**src/rtl/spi_adc_capture_if.sv**
```systemverilog
`default_nettype none
// ============================================================================
//  Module   : spi_adc_capture_if
//  Purpose  : Request, SPI pin and valid/ready word bundle for spi_adc_capture.
//  Revision : 1.0  initial release
// ============================================================================
interface spi_adc_capture_if #(
    parameter int DATA_W = 16
) ();
    logic              sample;
    logic              MISO;
    logic              CS_b;
    logic              sclk;
    logic              busy;
    logic [DATA_W-1:0] data_out;
    logic              data_valid;
    logic              data_ready;
    logic              overrun;

    modport master (
        input  sample, MISO, data_ready,
        output CS_b, sclk, busy, data_out, data_valid, overrun
    );

    modport slave (
        output sample, MISO, data_ready,
        input  CS_b, sclk, busy, data_out, data_valid, overrun
    );
endinterface
`default_nettype wire

```
**src/rtl/spi_adc_capture.sv**
```systemverilog
`default_nettype none
// ============================================================================
//  Module   : spi_adc_capture
//  Purpose  : SPI master receiver capturing one ADC frame per request into a
//             valid/ready output register with a one-deep pending request.
//  Revision : 1.0  initial release
// ============================================================================
module spi_adc_capture #(
    parameter int DATA_W      = 16,
    parameter int FRAME_BITS  = 16,
    parameter int HALF_DIV    = 2,
    parameter int CS_SETUP    = 1,
    parameter int CS_QUIET    = 2,
    parameter int SAMPLE_EDGE = 0,
    parameter int MSB_FIRST   = 1
) (
    input  wire logic           sysclk,
    input  wire logic           PRESET,
    spi_adc_capture_if.master   bus
);

    localparam int c_DIV_W    = (HALF_DIV   > 1) ? $clog2(HALF_DIV)   : 1;
    localparam int c_BIT_W    = (FRAME_BITS > 1) ? $clog2(FRAME_BITS) : 1;
    localparam int c_WAIT_MAX = (CS_SETUP > CS_QUIET) ? CS_SETUP : CS_QUIET;
    localparam int c_WAIT_W   = (c_WAIT_MAX > 1) ? $clog2(c_WAIT_MAX) : 1;

    localparam logic [c_DIV_W-1:0]  c_DIV_LAST   = c_DIV_W'(HALF_DIV - 1);
    localparam logic [c_BIT_W-1:0]  c_BIT_LAST   = c_BIT_W'(FRAME_BITS - 1);
    localparam logic [c_WAIT_W-1:0] c_SETUP_LAST = c_WAIT_W'(CS_SETUP - 1);
    localparam logic [c_WAIT_W-1:0] c_QUIET_LAST = c_WAIT_W'(CS_QUIET - 1);
    localparam logic                c_CAP_FALL   = (SAMPLE_EDGE == 0);
    localparam logic                c_CAP_RISE   = (SAMPLE_EDGE != 0);

    typedef enum logic [1:0] {
        S_IDLE  = 2'd0,
        S_SETUP = 2'd1,
        S_SHIFT = 2'd2,
        S_QUIET = 2'd3
    } state_t;

    state_t              r_state;
    state_t              w_state_nxt;
    logic [c_DIV_W-1:0]  r_div,  w_div_nxt;
    logic [c_BIT_W-1:0]  r_bit,  w_bit_nxt;
    logic [c_WAIT_W-1:0] r_wait, w_wait_nxt;
    logic                r_cs_b, w_cs_b_nxt;
    logic                r_sclk, w_sclk_nxt;
    logic                w_capture;
    logic                w_done;
    logic                w_start;
    logic                w_drop;
    logic                r_busy;
    logic                r_pending;
    logic                r_valid;
    logic                r_overrun;
    logic [DATA_W-1:0]   r_shreg;
    logic [DATA_W-1:0]   r_data;
    logic [DATA_W-1:0]   w_shreg_shifted;

    // Older bits fall off the far end, so only the last DATA_W of a frame survive.
    generate
        if (DATA_W == 1) begin : g_shift_w1
            assign w_shreg_shifted = bus.MISO;
        end else if (MSB_FIRST != 0) begin : g_shift_msb
            assign w_shreg_shifted = {r_shreg[DATA_W-2:0], bus.MISO};
        end else begin : g_shift_lsb
            assign w_shreg_shifted = {bus.MISO, r_shreg[DATA_W-1:1]};
        end
    endgenerate

    always_ff @(posedge sysclk or posedge PRESET) begin
        if (PRESET) r_state <= S_IDLE;
        else        r_state <= w_state_nxt;
    end

    always_comb begin
        w_state_nxt = r_state;
        w_div_nxt   = r_div;
        w_bit_nxt   = r_bit;
        w_wait_nxt  = r_wait;
        w_cs_b_nxt  = r_cs_b;
        w_sclk_nxt  = r_sclk;
        w_capture   = 1'b0;
        w_done      = 1'b0;
        w_start     = 1'b0;
        case (r_state)
            S_IDLE: begin
                if (bus.sample || r_pending) begin
                    w_state_nxt = S_SETUP;
                    w_cs_b_nxt  = 1'b0;
                    w_wait_nxt  = '0;
                    w_start     = 1'b1;
                end
            end
            S_SETUP: begin
                if (r_wait == c_SETUP_LAST) begin
                    w_state_nxt = S_SHIFT;
                    w_sclk_nxt  = 1'b0;
                    w_div_nxt   = '0;
                    w_bit_nxt   = '0;
                    w_capture   = c_CAP_FALL;
                end else begin
                    w_wait_nxt = r_wait + 1'b1;
                end
            end
            S_SHIFT: begin
                if (r_div == c_DIV_LAST) begin
                    w_div_nxt = '0;
                    if (!r_sclk) begin
                        w_sclk_nxt = 1'b1;
                        w_capture  = c_CAP_RISE;
                    end else if (r_bit == c_BIT_LAST) begin
                        // Frame ends with sclk high; CS_b and the word update together.
                        w_state_nxt = S_QUIET;
                        w_cs_b_nxt  = 1'b1;
                        w_wait_nxt  = '0;
                        w_done      = 1'b1;
                    end else begin
                        w_bit_nxt  = r_bit + 1'b1;
                        w_sclk_nxt = 1'b0;
                        w_capture  = c_CAP_FALL;
                    end
                end else begin
                    w_div_nxt = r_div + 1'b1;
                end
            end
            S_QUIET: begin
                if (r_wait == c_QUIET_LAST) w_state_nxt = S_IDLE;
                else                        w_wait_nxt  = r_wait + 1'b1;
            end
            default: w_state_nxt = S_IDLE;
        endcase
    end

    assign w_drop = bus.sample && (r_state != S_IDLE) && r_pending;

    always_ff @(posedge sysclk or posedge PRESET) begin
        if (PRESET) begin
            r_div     <= '0;
            r_bit     <= '0;
            r_wait    <= '0;
            r_cs_b    <= 1'b1;
            r_sclk    <= 1'b1;
            r_busy    <= 1'b0;
            r_pending <= 1'b0;
            r_valid   <= 1'b0;
            r_overrun <= 1'b0;
            r_shreg   <= '0;
            r_data    <= '0;
        end else begin
            r_div  <= w_div_nxt;
            r_bit  <= w_bit_nxt;
            r_wait <= w_wait_nxt;
            r_cs_b <= w_cs_b_nxt;
            r_sclk <= w_sclk_nxt;
            r_busy <= (w_state_nxt != S_IDLE);
            if (w_capture) r_shreg <= w_shreg_shifted;

            // A request arriving in IDLE merges with any pending one into a single frame.
            if (w_start)
                r_pending <= 1'b0;
            else if (bus.sample && (r_state != S_IDLE))
                r_pending <= 1'b1;

            r_overrun <= w_drop || (w_done && r_valid && !bus.data_ready);

            if (w_done) begin
                r_data  <= r_shreg;
                r_valid <= 1'b1;
            end else if (r_valid && bus.data_ready) begin
                r_valid <= 1'b0;
            end
        end
    end

    assign bus.CS_b       = r_cs_b;
    assign bus.sclk       = r_sclk;
    assign bus.busy       = r_busy;
    assign bus.data_out   = r_data;
    assign bus.data_valid = r_valid;
    assign bus.overrun    = r_overrun;

endmodule
`default_nettype wire

```
**src/flat_wrapper.sv**
```systemverilog
// flat-port wrapper written by rule: the top's interface ports become plain ports
module spi_adc_capture_flat 
#(
    parameter int DATA_W      = 16,
    parameter int FRAME_BITS  = 16,
    parameter int HALF_DIV    = 2,
    parameter int CS_SETUP    = 1,
    parameter int CS_QUIET    = 2,
    parameter int SAMPLE_EDGE = 0,
    parameter int MSB_FIRST   = 1
)
  (sysclk, PRESET, bus_sample, bus_MISO, bus_data_ready, bus_CS_b, bus_sclk, bus_busy, bus_data_out, bus_data_valid, bus_overrun);
  spi_adc_capture_if #(.DATA_W(DATA_W)) bus_i ();
  input  wire logic sysclk;
  input  wire logic PRESET;
  input wire logic [$bits(bus_i.sample)-1:0] bus_sample;
  input wire logic [$bits(bus_i.MISO)-1:0] bus_MISO;
  input wire logic [$bits(bus_i.data_ready)-1:0] bus_data_ready;
  output wire logic [$bits(bus_i.CS_b)-1:0] bus_CS_b;
  output wire logic [$bits(bus_i.sclk)-1:0] bus_sclk;
  output wire logic [$bits(bus_i.busy)-1:0] bus_busy;
  output wire logic [$bits(bus_i.data_out)-1:0] bus_data_out;
  output wire logic [$bits(bus_i.data_valid)-1:0] bus_data_valid;
  output wire logic [$bits(bus_i.overrun)-1:0] bus_overrun;
  assign bus_i.sample = bus_sample;
  assign bus_i.MISO = bus_MISO;
  assign bus_i.data_ready = bus_data_ready;
  assign bus_CS_b = bus_i.CS_b;
  assign bus_sclk = bus_i.sclk;
  assign bus_busy = bus_i.busy;
  assign bus_data_out = bus_i.data_out;
  assign bus_data_valid = bus_i.data_valid;
  assign bus_overrun = bus_i.overrun;
  spi_adc_capture #(.DATA_W(DATA_W), .FRAME_BITS(FRAME_BITS), .HALF_DIV(HALF_DIV), .CS_SETUP(CS_SETUP), .CS_QUIET(CS_QUIET), .SAMPLE_EDGE(SAMPLE_EDGE), .MSB_FIRST(MSB_FIRST)) u_core (.sysclk(sysclk), .PRESET(PRESET), .bus(bus_i));
endmodule
```
**config.mk**
```make
export PLATFORM = sky130hd
export DESIGN_NAME = spi_adc_capture_flat
export DESIGN_NICKNAME = d
export VERILOG_FILES = /design/src/rtl/spi_adc_capture_if.sv /design/src/rtl/spi_adc_capture.sv /design/src/flat_wrapper.sv
export SDC_FILE = /design/constraint.sdc
export NUM_CORES = 1
export LEC_CHECK = 0
export ABC_AREA = 1
export CORE_ASPECT_RATIO = 0.6
export CORE_UTILIZATION = 54
export CTS_CLUSTER_DIAMETER = 60
export DETAILED_ROUTE_END_ITERATION = 10
export PLACE_DENSITY_LB_ADDON = 0.1
export SLEW_MARGIN = 10
export SYNTH_ARGS = -nofsm -noshare
export SYNTH_HDL_FRONTEND = slang
export SYNTH_SLANG_ARGS = --single-unit
```
**constraint.sdc**
```tcl
create_clock -name sysclk -period 1.75 [get_ports sysclk]
set_input_delay 0.2625 -clock sysclk [delete_from_list [all_inputs] [get_ports sysclk]]
set_output_delay 0.2625 -clock sysclk [all_outputs]
set_load 0.02 [all_outputs]
```
==> flow_metrics.tcl, run 1 <==
set metrics [dict create \
    peakVddDrop_mv 0.527 \
    reg2reg_to "u_core.r_bit[0]$_DFFE_PP0P_" \
    post-cts-setup-buffers 0 \
    setup_viol 0 \
    numCtsBuffers 5 \
    ff2ff_path_depth 8 \
    slew_violations 0 \
    fp.dieW_um 81.5 \
    grt_pass1_wl_um 7000 \
    synthCells 236 \
    ys_ff_latch 46 \
    row_count 16 \
    routedWlPerCell_um 12.7 \
    ys.warnings.count 0 \
    combPwrFrac_pct 2.7 \
    critical_path.top_delay_family "buffers and inverters" \
    hold_buffers 0 \
    grt_max_degree 47 \
    rsz0062_at_grt "no" \
    grt_pass1_vias 1510 \
    slew_headroom_pct 83.8 \
    h-tree-depth 2 \
    p_seq_share_pct 57.3 \
    areaGrowthSynthToFinish_pct 20.7 \
    crit_required_ps 1490 \
    leakagePower_nw 1.31 \
    gp_congestion 0.779 \
    total_power_mw 1.90 \
    maxCapViolations 0 \
    ios 26 \
    drt_iter0_markers 64 \
    drc 0 \
    clk_pin_slew_worst_paths_ps 80 \
    worstSetupStartpoint "u_core.bus.CS_b$_DFFE_PP1P_" \
    final_util_pct 71.8 \
    detail-route-antenna-nets 0 \
    fin_skew_ps 5.77 \
    cts-root-buf "clkbuf_8" \
    core_um2 3440 \
    syn_area_um2 2050 \
    ctsLongestPathBuffers 2 \
    crit_cells 1 \
    post-route-period-util_pct 96.2 \
    power_switching_uw 375 \
    syn_nets 246 \
    postSynthAreaPerCell_um2 8.68 \
    hpwl_um 2760 \
    dieArea_um2 4050 \
    place_ws_ps 120 \
    reg2reg_from "u_core.r_state[0]$_DFF_PP0_" \
    swShare_pct 19.7 \
    vias_per_cell 5.13 \
    rrSetupSlack_ps 150 \
    final_nets 278 \
    insertedDiodeCount 0 \
    crit_type "reg -> out" \
    cp-endpoint "bus_CS_b" \
    gr-total-overflow 0 \
    cts_sinks 46 \
    cp-end-kind "output port" \
    vias 1610 \
    slowest_delay_ps 590 \
    crit_fanout 2 \
    p_int_mw 1.53 \
    drive_above_1_share_pct 10.0 \
    hold_violations 0 \
    cts_resized 0 \
    cts_tree "built" \
    fin_tns_setup_ps 0 \
    wirelength_um 4000 \
    fmax_ghz 0.594 \
    synthDistinctLibCells 23 \
    tightestPinTransition_ps 243 \
    antenna_found_initial 0 \
    ys_seq_area_share_pct 56.3 \
    worst_slack_ps 67.2 \
    status "finished, final reports clean" \
    die_h_um 49.7 \
    power_density_nw_per_um2 768 \
    start_kind "register" \
    crit_arrival_ps 1420 \
    drt_first_pass_iters 4 \
    finalCriticalPeriod_ps 1680 \
    portBuffers 25 \
    clkPwrFrac_pct 40.0 \
    min_path_type "in -> async" \
    initial_core_util_pct 59.5 \
    track_usage_pct 23.6 \
    worstPathCellList "clkdlybuf4s50_1" \
    slowest_stage "clkdlybuf4s50_1" \
    clk_latency_ps 290 \
    path_buf_inv 1 \
]
[cells in the final DEF, fill, tap and decap left out]
master / n
nand3_1: 26
nand2_1: 112
nor2_2: 2
nand3_2: 3
clkinv_1: 1
clkinv_2: 1
buf_12: 1
inv_1: 12
nand4_1: 1
nand2_4: 1
nand3b_1: 1
o21ai_4: 1
ha_1: 5
dfstp_2: 2
nand2_2: 2
o21ai_0: 4
nor2_1: 4
o21ai_1: 4
dlymetal6s2s_1: 1
buf_4: 7
or2_2: 1
dfrtp_1: 44
clkbuf_1: 2
clkdlybuf4s50_1: 24
a22oi_1: 1
bufinv_16: 1
clkbuf_8: 5
[state kept, by name, summed over array words and instances, names as in the netlist]
signal and flops:
u_core.r_div 1, u_core.bus.data_out 16, u_core.bus.sclk 1, u_core.bus.CS_b 1
u_core.bus.busy 1, u_core.r_wait 1, u_core.r_state 2, u_core.r_bit 4
u_core.bus.data_valid 1, u_core.r_shreg 16, u_core.bus.overrun 1, u_core.r_pending 1
[worst min path at each step]
stage                                                      to  slack, ps  cells after the start
after global placement            u_core.bus.CS_b$_DFFE_PP1P_        450                      2
after CTS                 u_core.bus.data_out[13]$_DFFE_PP0P_        330                      3
final                            u_core.r_pending$_DFFE_PP0P_        310                      3
after detailed placement  u_core.bus.data_out[15]$_DFFE_PP0P_        450                      2
after global routing             u_core.bus.overrun$_DFF_PP0_        340                      3
after floorplan                  u_core.r_pending$_DFFE_PP0P_        400                      2
[kinds of logic (layout without fill, tap and decap cells)]
family / Yosys count / in the layout / synth area share [%]
AND/OR/NAND/NOR: 153 / 153 / 31.7
adder cells (fa/ha/maj): 5 / 5 / 3.05
flip-flops: 46 / 46 / 56.3
buffers and inverters: 22 / 55 / 5.86
AO/OA/AOI/OAI: 10 / 10 / 3.11
[cell type report]
cell class              count  area (um^2)
clock inverters             1         30.0
inverters                  14         53.8
flip-flops and latches     46         1150
repair buffers             33          325
clock buffers               7         76.3
fillers                   276          970
well taps                  45         56.3
multi-input cells         168          778
[per-layer routing]
| layer | up-vias | part of all wire, % | global-route usage, % |
|---|---|---|---|
| met2 | 45 | 39 | 31.7 |
| met1 | 751 | 53 | 36.3 |
| met4 | 0 | 1.1 | 7.44 |
| met3 | 6 | 6.0 | 6.67 |
| met5 | - | 0 | 0 |
| li1 | 808 | - | - |
[cell usage after synthesis, drive strengths merged]
library cell | instances | share of area (%)
nor2 | 6 | 1.3
ha | 5 | 3.1
nand3 | 29 | 7.8
clkinv | 1 | 0.24
nand2 | 115 | 22
dfstp | 2 | 2.6
buf | 7 | 3.1
a22oi | 1 | 0.37
nand3b | 1 | 0.37
o21ai | 9 | 2.7
nand4 | 1 | 0.31
dfrtp | 44 | 54
inv | 13 | 2.4
or2 | 1 | 0.31
clkbuf | 1 | 0.18
[power by group through the flow]
| stage | Clock, mW | Combinational (mW) | Sequential, mW |
|---|---|---|---|
| floorplan | 0 | 0.0273 | 1.11 |
| global placement | 0 | 0.0533 | 1.11 |
| detailed placement | 0 | 0.0545 | 1.11 |
| CTS | 0.783 | 0.0546 | 1.09 |
| global route | 0.823 | 0.0616 | 1.09 |
| finish | 0.760 | 0.0523 | 1.09 |
[metrics by stage]
step	cell area [um^2]	hold WS [ps]	std cells
4_1_cts	2470	326	314
3_5_place_dp	2360	455	306
6_report	2470	310	314
3_3_place_gp	2360	452	306
2_1_floorplan	2050	397	236
5_1_grt	2470	344	314
Note: power is estimated with default switching activity, not from simulation.
==> inputs of run 2 (changes only) <==
SLEW_MARGIN = 20   (was 10)
==> results of run 2 <==
No change in the layout: final DEF, timing and power equal those of run 1.
==> inputs of run 3 (changes only) <==
CELL_PAD_IN_SITES_DETAIL_PLACEMENT = 1   (was default)
CELL_PAD_IN_SITES_GLOBAL_PLACEMENT = 1   (was default)
CORE_UTILIZATION = 41   (was 54)
==> run 3 against run 2 <==
Compared with the run above:
- core utilization decreased by 19 points
- fmax decreased by 1.6%
- worst hold slack got worse by 9.0 ps
- sequential power about the same
- combinational power increased by 2%
- first-iteration DRC count increased by 9.4%
- setup slack got worse by 27 ps
- critical path type unchanged
==> flow_metrics.tcl, run 3 (same netlist as run 1, synthesis figures left out) <==
set metrics [dict create \
    worst_slack_ps 40.5 \
    areaGrowthSynthToFinish_pct 21.0 \
    path_buf_inv 1 \
    crit_type "reg -> out" \
    antenna_found_initial 0 \
    gp_congestion 0.787 \
    post-cts-setup-buffers 0 \
    wirelength_um 4650 \
    detail-route-antenna-nets 0 \
    h-tree-depth 2 \
    cts-root-buf "clkbuf_8" \
    fin_skew_ps 5.58 \
    status "finished, final reports clean" \
    drc 0 \
    crit_required_ps 1490 \
    drt_first_pass_iters 4 \
    final_cells 332 \
    worstPathCellList "clkdlybuf4s50_1" \
    core_um2 4680 \
    p_int_mw 1.42 \
    swShare_pct 22.4 \
    final_nets 278 \
    maxCapViolations 0 \
    slowest_stage "clkdlybuf4s50_1" \
    insertedDiodeCount 0 \
    dieArea_um2 5290 \
    final_util_pct 53.0 \
    hold_violations 0 \
    die_h_um 56.8 \
    final_cell_mix "nand2_1 (112), dfrtp_1 (44), nand3_1 (26)" \
    rsz0062_at_grt "no" \
    slew_headroom_pct 82.6 \
    leakagePower_nw 1.30 \
    vias 1636 \
    clk_latency_ps 300 \
    power_switching_uw 410 \
    setup_viol 0 \
    drive_above_1_share_pct 11.2 \
    crit_fanout 2 \
    worstSetupStartpoint "u_core.bus.CS_b$_DFFE_PP1P_" \
    power_density_nw_per_um2 737 \
    min_path_type "in -> async" \
    grt_pass1_vias 1617 \
    ios 26 \
    fin_tns_setup_ps 0 \
    final_common_cell "nand2_1" \
    slew_violations 0 \
    reg2reg_from "u_core.r_state[0]$_DFF_PP0_" \
    track_usage_pct 20.0 \
    post-route-period-util_pct 97.7 \
    portBuffers 25 \
    place_ws_ps 13.2 \
    fmax_ghz 0.585 \
    clkPwrFrac_pct 37.5 \
    peakVddDrop_mv 0.431 \
    finalCriticalPeriod_ps 1710 \
    hold_buffers 0 \
    grt_pass1_wl_um 7920 \
    clk_pin_slew_worst_paths_ps 90 \
    crit_arrival_ps 1450 \
    initial_core_util_pct 43.8 \
    grt_max_degree 47 \
    ctsLongestPathBuffers 2 \
    start_kind "register" \
    hpwl_um 3330 \
    placed_area_um2 2380 \
    routedWlPerCell_um 14.0 \
    dp_cells 324 \
    drt_iter0_markers 70 \
    cts_tree "built" \
    numCtsBuffers 5 \
    combPwrFrac_pct 2.9 \
    slowest_delay_ps 600 \
    tightestPinTransition_ps 261 \
    fp.dieW_um 93.3 \
    cts_sinks 46 \
    critical_path.top_delay_family "buffers and inverters" \
    stdcell_area_um2 2480 \
    cp-end-kind "output port" \
    vias_per_cell 4.93 \
    p_seq_share_pct 59.6 \
    row_count 19 \
    gr-total-overflow 0 \
    cts_resized 2 \
]
-- run 3: cell type report --
| class | count | area [um^2] |
|---|---|---|
| flip-flops and latches | 46 | 1150 |
| clock buffers | 7 | 86.3 |
| inverters | 14 | 53.8 |
| well taps | 63 | 78.8 |
| clock inverters | 1 | 5.00 |
| multi-input cells | 168 | 781 |
| fillers | 580 | 2200 |
| repair buffers | 33 | 322 |
-- run 3: worst paths after layout --
| check | to | slack, ps | cells past startpoint |
|---|---|---|---|
| max | bus_CS_b | 40 | 1 |
| min | u_core.r_wait$_DFFE_PP0P_ | 300 | 3 |
| max reg2reg | u_core.r_shreg[3]$_DFFE_PP0P_ | 190 | 7 |
| min reg2reg | u_core.bus.data_out[6]$_DFFE_PP0P_ | 480 | 2 |
| max in group asynchronous | u_core.bus.sclk$_DFFE_PP1P_ | 1150 | 3 |
| min in group sysclk | u_core.bus.data_out[6]$_DFFE_PP0P_ | 480 | 2 |
-- run 3: power by group through the flow --
| stage | registers, mW | clock network [mW] | logic, mW |
|---|---|---|---|
| 2_1_floorplan | 1.11 | 0 | 0.0273 |
| 3_3_place_gp | 1.11 | 0 | 0.0543 |
| 3_5_place_dp | 1.11 | 0 | 0.0555 |
| 4_1_cts | 1.09 | 0.693 | 0.0556 |
| 5_1_grt | 1.09 | 0.738 | 0.0615 |
| 6_report | 1.09 | 0.685 | 0.0531 |
-- run 3: through the flow --
stage	hold WS [ps]	power, mW
finish	302	1.83
detailed placement	464	1.17
global route	339	1.89
global placement	452	1.16
CTS	328	1.84
floorplan	397	1.14
-- run 3: per-layer routing --
| layer | part of all wire, % | track usage [%] |
|---|---|---|
| met5 | 0 | 0 |
| met4 | 0.99 | 5.27 |
| met3 | 4.1 | 5.15 |
| met2 | 43 | 29.3 |
| met1 | 52 | 29.3 |
